`src/rtl/div_pkg.sv`:
```
// Shared constants and FSM state type for the restoring 64/32 divider.
package div_pkg;

    localparam int DIV_DW = 32;
    localparam int CNT_W  = $clog2(DIV_DW);

    typedef enum logic [1:0] {
        IDLE = 2'd0,
        CALC = 2'd1,
        DONE = 2'd2
    } div_state_e;

endpackage

```
`src/rtl/div_step.sv`:
```
// One restoring-division step: shift in a dividend bit, subtract divisor when it fits.
module div_step #(
    parameter int DW = 32
) (
    input  logic [DW-1:0] rem_i,
    input  logic          bit_i,
    input  logic [DW-1:0] divisor_i,
    output logic [DW-1:0] rem_o,
    output logic          q_o
);

    logic [DW:0] shifted;
    logic [DW:0] diff;

    // rem_i < divisor_i always holds, so diff[DW] is a clean borrow flag.
    always_comb begin
        shifted = {rem_i, bit_i};
        diff    = shifted - {1'b0, divisor_i};
        q_o     = ~diff[DW];
        rem_o   = q_o ? diff[DW-1:0] : shifted[DW-1:0];
    end

endmodule

```
`src/rtl/div64x32.sv`:
```
// Sequential restoring divider: 2*DW-bit dividend / DW-bit divisor, one quotient bit per cycle.
module div64x32
    import div_pkg::*;
#(
    parameter int DW = DIV_DW
) (
    input  logic            clk,
    input  logic            reset,
    input  logic            start,
    input  logic [2*DW-1:0] dividend,
    input  logic [DW-1:0]   divisor,
    output logic            busy,
    output logic [DW-1:0]   quotient,
    output logic [DW-1:0]   remainder,
    output logic            overflow,
    output div_state_e      state_dbg_o
);

    localparam int            CW   = $clog2(DW);
    localparam logic [CW-1:0] LAST = CW'(DW - 1);

    div_state_e    state_q, state_d;
    logic [CW-1:0] cnt_q, cnt_d;
    logic [DW-1:0] rem_q, rem_d;
    logic [DW-1:0] dvd_q, dvd_d;
    logic [DW-1:0] dsr_q, dsr_d;
    logic [DW-1:0] quo_q, quo_d;
    logic          ovf_pend_q, ovf_pend_d;
    logic [DW-1:0] quotient_q, quotient_d;
    logic [DW-1:0] remainder_q, remainder_d;
    logic          overflow_q, overflow_d;

    logic          ovf_det;
    logic [DW-1:0] step_rem;
    logic          step_q;

    // Quotient fits in DW bits only when the upper dividend half is below the divisor.
    assign ovf_det = (divisor == '0) || (dividend[2*DW-1:DW] >= divisor);

    div_step #(.DW(DW)) u_step (
        .rem_i     (rem_q),
        .bit_i     (dvd_q[DW-1]),
        .divisor_i (dsr_q),
        .rem_o     (step_rem),
        .q_o       (step_q)
    );

    always_ff @(posedge clk or negedge reset) begin
        if (!reset) begin
            state_q <= IDLE;
        end else begin
            state_q <= state_d;
        end
    end

    always_comb begin
        state_d = state_q;
        case (state_q)
            IDLE:    if (start) state_d = ovf_det ? DONE : CALC;
            CALC:    if (cnt_q == LAST) state_d = DONE;
            DONE:    state_d = IDLE;
            default: state_d = IDLE;
        endcase
    end

    always_comb begin
        busy        = (state_q != IDLE);
        state_dbg_o = state_q;
    end

    always_comb begin
        cnt_d       = cnt_q;
        rem_d       = rem_q;
        dvd_d       = dvd_q;
        dsr_d       = dsr_q;
        quo_d       = quo_q;
        ovf_pend_d  = ovf_pend_q;
        quotient_d  = quotient_q;
        remainder_d = remainder_q;
        overflow_d  = overflow_q;
        case (state_q)
            IDLE: begin
                if (start) begin
                    rem_d      = dividend[2*DW-1:DW];
                    dvd_d      = dividend[DW-1:0];
                    dsr_d      = divisor;
                    quo_d      = '0;
                    cnt_d      = '0;
                    ovf_pend_d = ovf_det;
                    overflow_d = 1'b0;
                end
            end
            CALC: begin
                rem_d = step_rem;
                dvd_d = {dvd_q[DW-2:0], 1'b0};
                quo_d = {quo_q[DW-2:0], step_q};
                cnt_d = cnt_q + 1'b1;
            end
            DONE: begin
                if (ovf_pend_q) begin
                    quotient_d  = '1;
                    remainder_d = '0;
                    overflow_d  = 1'b1;
                end else begin
                    quotient_d  = quo_q;
                    remainder_d = rem_q;
                end
            end
            default: ;
        endcase
    end

    always_ff @(posedge clk or negedge reset) begin
        if (!reset) begin
            cnt_q       <= '0;
            rem_q       <= '0;
            dvd_q       <= '0;
            dsr_q       <= '0;
            quo_q       <= '0;
            ovf_pend_q  <= 1'b0;
            quotient_q  <= '0;
            remainder_q <= '0;
            overflow_q  <= 1'b0;
        end else begin
            cnt_q       <= cnt_d;
            rem_q       <= rem_d;
            dvd_q       <= dvd_d;
            dsr_q       <= dsr_d;
            quo_q       <= quo_d;
            ovf_pend_q  <= ovf_pend_d;
            quotient_q  <= quotient_d;
            remainder_q <= remainder_d;
            overflow_q  <= overflow_d;
        end
    end

    assign quotient  = quotient_q;
    assign remainder = remainder_q;
    assign overflow  = overflow_q;

endmodule

```
`config.mk`:
```
export PLATFORM = sky130hd
export DESIGN_NAME = div64x32
export DESIGN_NICKNAME = d
export VERILOG_FILES = /design/src/rtl/div_pkg.sv /design/src/rtl/div_step.sv /design/src/rtl/div64x32.sv
export SDC_FILE = /design/constraint.sdc
export NUM_CORES = 1
export LEC_CHECK = 0
export BUFFER_PORTS_ARGS = -buffer_cell sky130_fd_sc_hd__buf_2
export CORE_MARGIN = 1.5
export CORE_UTILIZATION = 28
export DETAILED_ROUTE_END_ITERATION = 16
export GPL_ROUTABILITY_DRIVEN = 0
export RECOVER_POWER = 100
export SLEW_MARGIN = 20
export SYNTH_ARGS = -nofsm -noshare
export SYNTH_HDL_FRONTEND = slang
export SYNTH_SLANG_ARGS = --single-unit
```
`constraint.sdc`:
```
create_clock -name clk -period 2.99 [get_ports clk]
set_input_delay 0 -clock clk [delete_from_list [all_inputs] [get_ports clk]]
set_output_delay 0 -clock clk [all_outputs]
set_load 0.1 [all_outputs]
```
==> reports/metrics.cfg, run 1 <==
[outcome]
run_status=finished, violations left
violations=capacitance limit, slew limit

[timing]
hold_viol=0
worst_clock_skew_ns=0.0264
tightest_slew_ns=2.25
slew_headroom_pct=-50.1
drv_slew=125
period_minus_slack_ns=2.93
fmax_mhz=341
setup_viol=0
rsz0062_at_grt=yes
post-route-period-util_pct=98.1
setup_tns_ns=0

[finish]
final_util_pct=37.7
nets=1740
area_growth_pct=31.9
fillers=3910
antenna_cells=0
drive_above_1_share_pct=13.7
finish.instance_area_sq_um=14600

[cts]
cts_root_buf=clkbuf_16
clock-sinks=201
htreeDepth=1
clk_latency_ns=0.53
cts_tree=done
clk_path_buf_depth=3
clk_pin_slew_ns=0.06
numCtsBuffers=24

[floorplanning]
fp.dieArea_sq_um=40800
start_util_pct=28.5
die_width_um=202
row_count=72
io_pins=167
fp.dieH_um=202
coreArea_sq_um=38800

[critical_path]
reg2reg_slack_ns=0.06
start_kind=flip-flop
required_ns=3.38
crit_arrival_ns=3.33
crit_type=reg2reg
worstPathMaxFanout=7
worstSetupEndpointType=flip-flop

[hold_path]
hold_class=in2reg

[synthesis]
synth_top_area_cell=dfrtp_1
ys_types=64
synthCells=1303
ys.flop_type=dfrtp_1
synth_most_common_cell=nand2_1
synth_area_sq_um=11100
async_reset_ff_share_pct=100
synthTopCellsByArea=dfrtp_1 45%, nand2_1 11%, o21ai_0 7.9%
postSynthAreaPerCell_sq_um=8.51
synth_top_area_share_pct=45.4
synth_commonest_cells=313 x nand2_1, 201 x dfrtp_1, 175 x o21ai_0, 77 x inv_1, 70 x nor2_1
yosysWarnings=0
synth_edf_count=0
syn-num-nets=1469
ys_ff_latch=201
ys_seq_area_share_pct=45.4

[drt]
drt-total-wl_um=34100
drcViolationCount=0
via_per_inst=4.89
first_pass_iters=5
initialDrtViolationCount=546
ant_nets=0
dr_total_vias=10300
wire_per_inst_um=16.2

[global_route]
overflow=0
grt_start_max_net_pins=85
grt_pass1_vias=10100
track_usage_pct=16.3
grt_pass1_wl_um=53800
antenna_found_initial=0

[job]
drv_cap=2

[placed_design]
dpl-instance-area_sq_um=12800
port_buffers=166
dp_hpwl_um=24000

[area by class of cell]
type | instances | area, sq um | area share (%)
Clock buffer | 33 | 694 | 4.75
Clock inverter | 10 | 148 | 1.01
Sequential cell | 201 | 5030 | 34.4
Timing Repair Buffer | 323 | 2280 | 15.6
Tap cell | 518 | 648 | 4.43
Inverter | 77 | 289 | 1.98
Multi-Input combinational cell | 947 | 5540 | 37.9
[registers in the layout (all words and copies together), names as in the netlist]
name	flops
dsr_q	32
ovf_pend_q	1
quotient	32
cnt_q	5
state_dbg_o	2
dvd_q	32
overflow	1
quo_q	32
remainder	32
rem_q	32
[layout by cell type, fill, tap and decap left out, types with 4 or more instances in the layout]
master | netlist | routed
mux2i_1 | 20 | 19
a211oi_1 | 7 | 7
nor2b_1 | 8 | 7
a22oi_1 | 32 | 32
xor2_1 | 12 | 12
nand3b_1 | 4 | 4
o31a_1 | 6 | 6
buf_12 | 0 | 6
dfrtp_1 | 201 | 201
inv_1 | 77 | 75
nor2_1 | 70 | 69
a21o_1 | 19 | 19
a21oi_1 | 63 | 61
a31oi_1 | 8 | 8
o31ai_1 | 5 | 5
buf_2 | 6 | 97
buf_4 | 0 | 46
clkbuf_1 | 65 | 72
xnor2_1 | 14 | 14
clkbuf_16 | 0 | 26
nor4_1 | 12 | 10
nand2_1 | 313 | 313
clkbuf_8 | 0 | 6
nand4_1 | 13 | 13
nand2b_1 | 6 | 5
nand3_1 | 7 | 7
nor3_1 | 4 | 4
dlygate4sd3_1 | 0 | 97
or3_1 | 14 | 14
o22ai_1 | 10 | 9
and3_1 | 10 | 10
ha_1 | 66 | 65
o21ai_0 | 175 | 175
[worst max-delay path, cell delays in order (launching register included)]
cell and delay, ns:
dfrtp_1 0.44, ha_1 0.35, a21o_1 0.21, a21o_1 0.18
a21o_1 0.18, a221o_1 0.35, a31o_1 0.26, a211oi_4 0.21
buf_6 0.18, buf_12 0.14, mux2i_2 0.20, a21oi_1 0.09
[metal layers]
| metal | GRT usage, % | wire length (um) | vias up | part of all wire [%] |
|---|---|---|---|---|
| met2 | 27.0 | 16300 | 288 | 48 |
| met4 | 6.64 | 1210 | 0 | 3.6 |
| met1 | 21.4 | 14900 | 4920 | 44 |
| li1 | - | - | 5031 | - |
| met3 | 2.32 | 1660 | 78 | 4.9 |
| met5 | 0 | 0 | - | 0 |
[per-stage QoR]
| step | instances | hold slack (ns) | setup WS (ns) |
|---|---|---|---|
| 2_1_floorplan | 1303 | -0.296 | 0.0772 |
| 3_3_place_gp | 1964 | 0.121 | 0.0473 |
| 3_5_place_dp | 1964 | 0.119 | -0.0257 |
| 4_1_cts | 2105 | 0.00823 | 0.0213 |
| 5_1_grt | 2109 | 0.0590 | -0.103 |
| 6_report | 2109 | 0.0382 | 0.0559 |
[cells by family (layout without fill, tap and decap cells)]
family | after synthesis | in the layout | synth area share (%)
xor+xnor | 26 | 26 | 2.05
simple gates | 472 | 472 | 18.0
flops | 201 | 201 | 45.4
buf+inv | 155 | 443 | 5.46
fa+ha+maj | 67 | 67 | 7.63
mux | 22 | 22 | 2.01
compound gates | 360 | 360 | 19.4
[worst paths after layout]
check	start	end	depth (start not counted)
worst max-delay path	rem_q[26]$_DFFE_PN0P_	rem_q[11]$_DFFE_PN0P_	11
worst min-delay path	start	dvd_q[0]$_DFFE_PN0P_	5
worst max register to register	rem_q[26]$_DFFE_PN0P_	rem_q[11]$_DFFE_PN0P_	11
worst min register to register	remainder[2]$_DFFE_PN0P_	remainder[2]$_DFFE_PN0P_	2
max in group asynchronous	reset	remainder[5]$_DFFE_PN0P_	2
min in group asynchronous	reset	remainder[21]$_DFFE_PN0P_	2
[timing repair]
item | 4_1_cts | 5_1_grt
cloned | 0 | 2
buffers inserted | 1 | 2
gates resized for setup | 5 | 13
hold endpoints to repair | 175 | 0
pin swaps | 1 | 24
hold buffers | 97 | 0
endpoints found under the setup margin | 22 | 33
Power of run 1 is not shown: default switching activity piles up to over one toggle a cycle in this logic, so the estimate is an artifact.
==> inputs of run 2 (changes only) <==
--- a/config.mk
+++ b/config.mk
@@ -5,6 +5,7 @@
 export SDC_FILE = /design/constraint.sdc
 export NUM_CORES = 1
 export LEC_CHECK = 0
+export ABC_AREA = 1
 export BUFFER_PORTS_ARGS = -buffer_cell sky130_fd_sc_hd__buf_2
 export CORE_MARGIN = 1.5
 export CORE_UTILIZATION = 28
==> reports/metrics.cfg, run 2 <==
[outcome]
run_status=finished, violations left
violations=capacitance limit, slew limit

[cts]
post_cts_buffers=0  ; -1
htreeDepth=1  ; unchanged
clk_latency_ns=0.54  ; about the same
cts_tree=done
clk_pin_slew_ns=0.06  ; about the same
cts_root_buf=clkbuf_16
cts_resized=0  ; -5
clock-sinks=201  ; unchanged
hold_buffers=98  ; +1.0%
clk_path_buf_depth=3  ; unchanged
numCtsBuffers=24  ; unchanged

[critical_path]
worstSetupEndpointType=flip-flop
startpoint=state_dbg_o[1]$_DFFE_PN0P_
worstPathMaxFanout=30  ; +23
required_ns=3.37  ; about the same
rr_startpoint=state_dbg_o[1]$_DFFE_PN0P_
crit_arrival_ns=3.07  ; -0.26 ns
start_kind=flip-flop
crit_type=reg2reg

[synthesis]
synth_most_common_cell=nand2_1
synthCells=1594  ; +22%
ys.flop_type=dfrtp_1
postSynthAreaPerCell_sq_um=7.44  ; -13%
synth_commonest_cells=502 x nand2_1, 280 x inv_1, 201 x dfrtp_1, 82 x nor2_1, 75 x o21ai_0
async_reset_ff_share_pct=100  ; unchanged
ys_types=41  ; -36%
synth_edf_count=0  ; unchanged
ys_seq_area_share_pct=42.4  ; -3.0 points
synth_top_area_share_pct=42.4  ; -3.0 points
synthTopCellsByArea=dfrtp_1 42%, nand2_1 16%, inv_1 8.9%
synth_area_sq_um=11900  ; +7.0%
syn-num-nets=1760  ; +20%
ys_ff_latch=201  ; unchanged
synth_top_area_cell=dfrtp_1
yosysWarnings=0  ; unchanged

[finish]
area_growth_pct=26.0
drive_above_1_share_pct=9.92  ; -3.8 points
fin_cells=2394  ; +14%
mostFrequentLayoutCells=506 x nand2_1, 281 x inv_1, 201 x dfrtp_1, 98 x dlygate4sd3_1, 97 x buf_2
antenna_cells=0  ; unchanged
final_util_pct=35.7  ; -1.9 points
fillers=4413  ; +13%
final_common_cell=nand2_1
finish.instance_area_sq_um=14900  ; +2.3%
nets=2004  ; +15%

[floorplanning]
row_count=75  ; +4.2%
io_pins=167  ; unchanged
start_util_pct=28.3  ; -0.20 points
die_width_um=209  ; +3.4%
coreArea_sq_um=41900  ; +7.8%
fp.dieH_um=209  ; +3.4%
fp.dieArea_sq_um=43600  ; +6.9%

[global_route]
grt_start_max_net_pins=99  ; +16%
overflow=0  ; unchanged
grt_pass1_vias=11100  ; +9.9%
grt_pass1_wl_um=59000  ; +9.6%
antenna_found_initial=0  ; unchanged
track_usage_pct=16.8  ; +0.49 points

[timing]
tightest_slew_ns=2.16  ; -0.0904 ns
hold_viol=0  ; unchanged
slew_headroom_pct=-44.1  ; +6.0 points
drv_slew=78  ; -38%
setup_tns_ns=0  ; unchanged
period_minus_slack_ns=2.69  ; -0.243 ns
setup_viol=0  ; unchanged
worst_clock_skew_ns=0.00927  ; -0.0171 ns
post-route-period-util_pct=90.0  ; -8.1 points
rsz0062_at_grt=no
fmax_mhz=372  ; +9.0%

[drt]
dr_total_vias=11200  ; +8.2%
via_per_inst=4.66  ; -4.6%
first_pass_iters=6  ; +1
wire_per_inst_um=15.3  ; -5.2%
drt-total-wl_um=36700  ; +7.6%
ant_nets=0  ; unchanged
initialDrtViolationCount=807  ; +48%
drcViolationCount=0  ; unchanged

[job]
drv_cap=1  ; -1

[hold_path]
min_from=dividend[24]
hold_class=in2reg

[placed_design]
port_buffers=166  ; unchanged
dp_hpwl_um=26400  ; +10%
post-place-cells=2253  ; +15%
dpl-instance-area_sq_um=13200  ; +3.8%

[run 2: cell types whose count changed in the layout (fill, tap and decap cells not counted), moves of 25 or more]
cell,before,now
inv_1,75,281
nand2_1,313,506
o21ai_0,175,75
nand3_1,7,56
o22ai_1,9,53
buf_4,46,5
a21oi_1,61,36
[run 2: cell families (layout without fill, tap and decap cells)]
family	Yosys count	in the layout	synth area share, %
AOI/OAI and AO/OA	263	263	13.6
adders and majority gates	67	67	7.13
buffers and inverters	352	613	11.5
DFF	201	201	42.4
xor gates and xnor gates	18	18	1.33
and+or+nand+nor	693	693	24.0
[run 2: through the flow]
step / worst slack, ns / hold slack, ns
floorplan: 0.760 / -0.296
global placement: 0.490 / 0.0921
detailed placement: 0.432 / 0.0948
CTS: 0.421 / 0.0903
global route: 0.0895 / 0.235
finish: 0.299 / 0.209
[run 2: routing by layer]
metal | share of wire [%] | vias up | wire (um) | GRT usage (%)
met5 | 0 | - | 0 | 0
met4 | 3.1 | 0 | 1140 | 5.90
met3 | 5.7 | 59 | 2090 | 2.92
met2 | 46 | 313 | 16900 | 27.8
met1 | 45 | 5240 | 16500 | 22.0
li1 | - | 5556 | - | -
[run 2: area by class of cell]
type / count / area (sq um) / share of cell area, %
clock buffer: 33 / 664 / 4.44
tap: 539 / 674 / 4.51
clock inverter: 10 / 191 / 1.28
inverter: 294 / 1100 / 7.38
sequential: 201 / 5030 / 33.6
timing repair buffer: 276 / 1830 / 12.2
multi-input combinational: 1041 / 5460 / 36.5
[run 2: final timing paths]
kind                                             end  slack (ns)  depth (start not counted)
max in group asynchronous      dsr_q[14]$_DFFE_PN0P_        0.92                          3
hold reg to reg            remainder[20]$_DFFE_PN0P_        0.48                          2
setup reg to reg               quo_q[17]$_DFFE_PN0P_        0.30                          7
hold / removal                 dvd_q[24]$_DFFE_PN0P_        0.21                          4
setup / recovery               quo_q[17]$_DFFE_PN0P_        0.30                          7
min in group asynchronous       dsr_q[7]$_DFFE_PN0P_        0.61                          2
[run 2: critical path, stage by stage, from the launching register on]
cell,delay [ns]
dfrtp_1,0.46
nor2_1,0.21
nand2_1,0.15
inv_2,0.08
nor2_1,0.04
inv_1,0.74
clkbuf_2,0.66
o22ai_1,0.17
Power of run 2 is left out for the same reason.
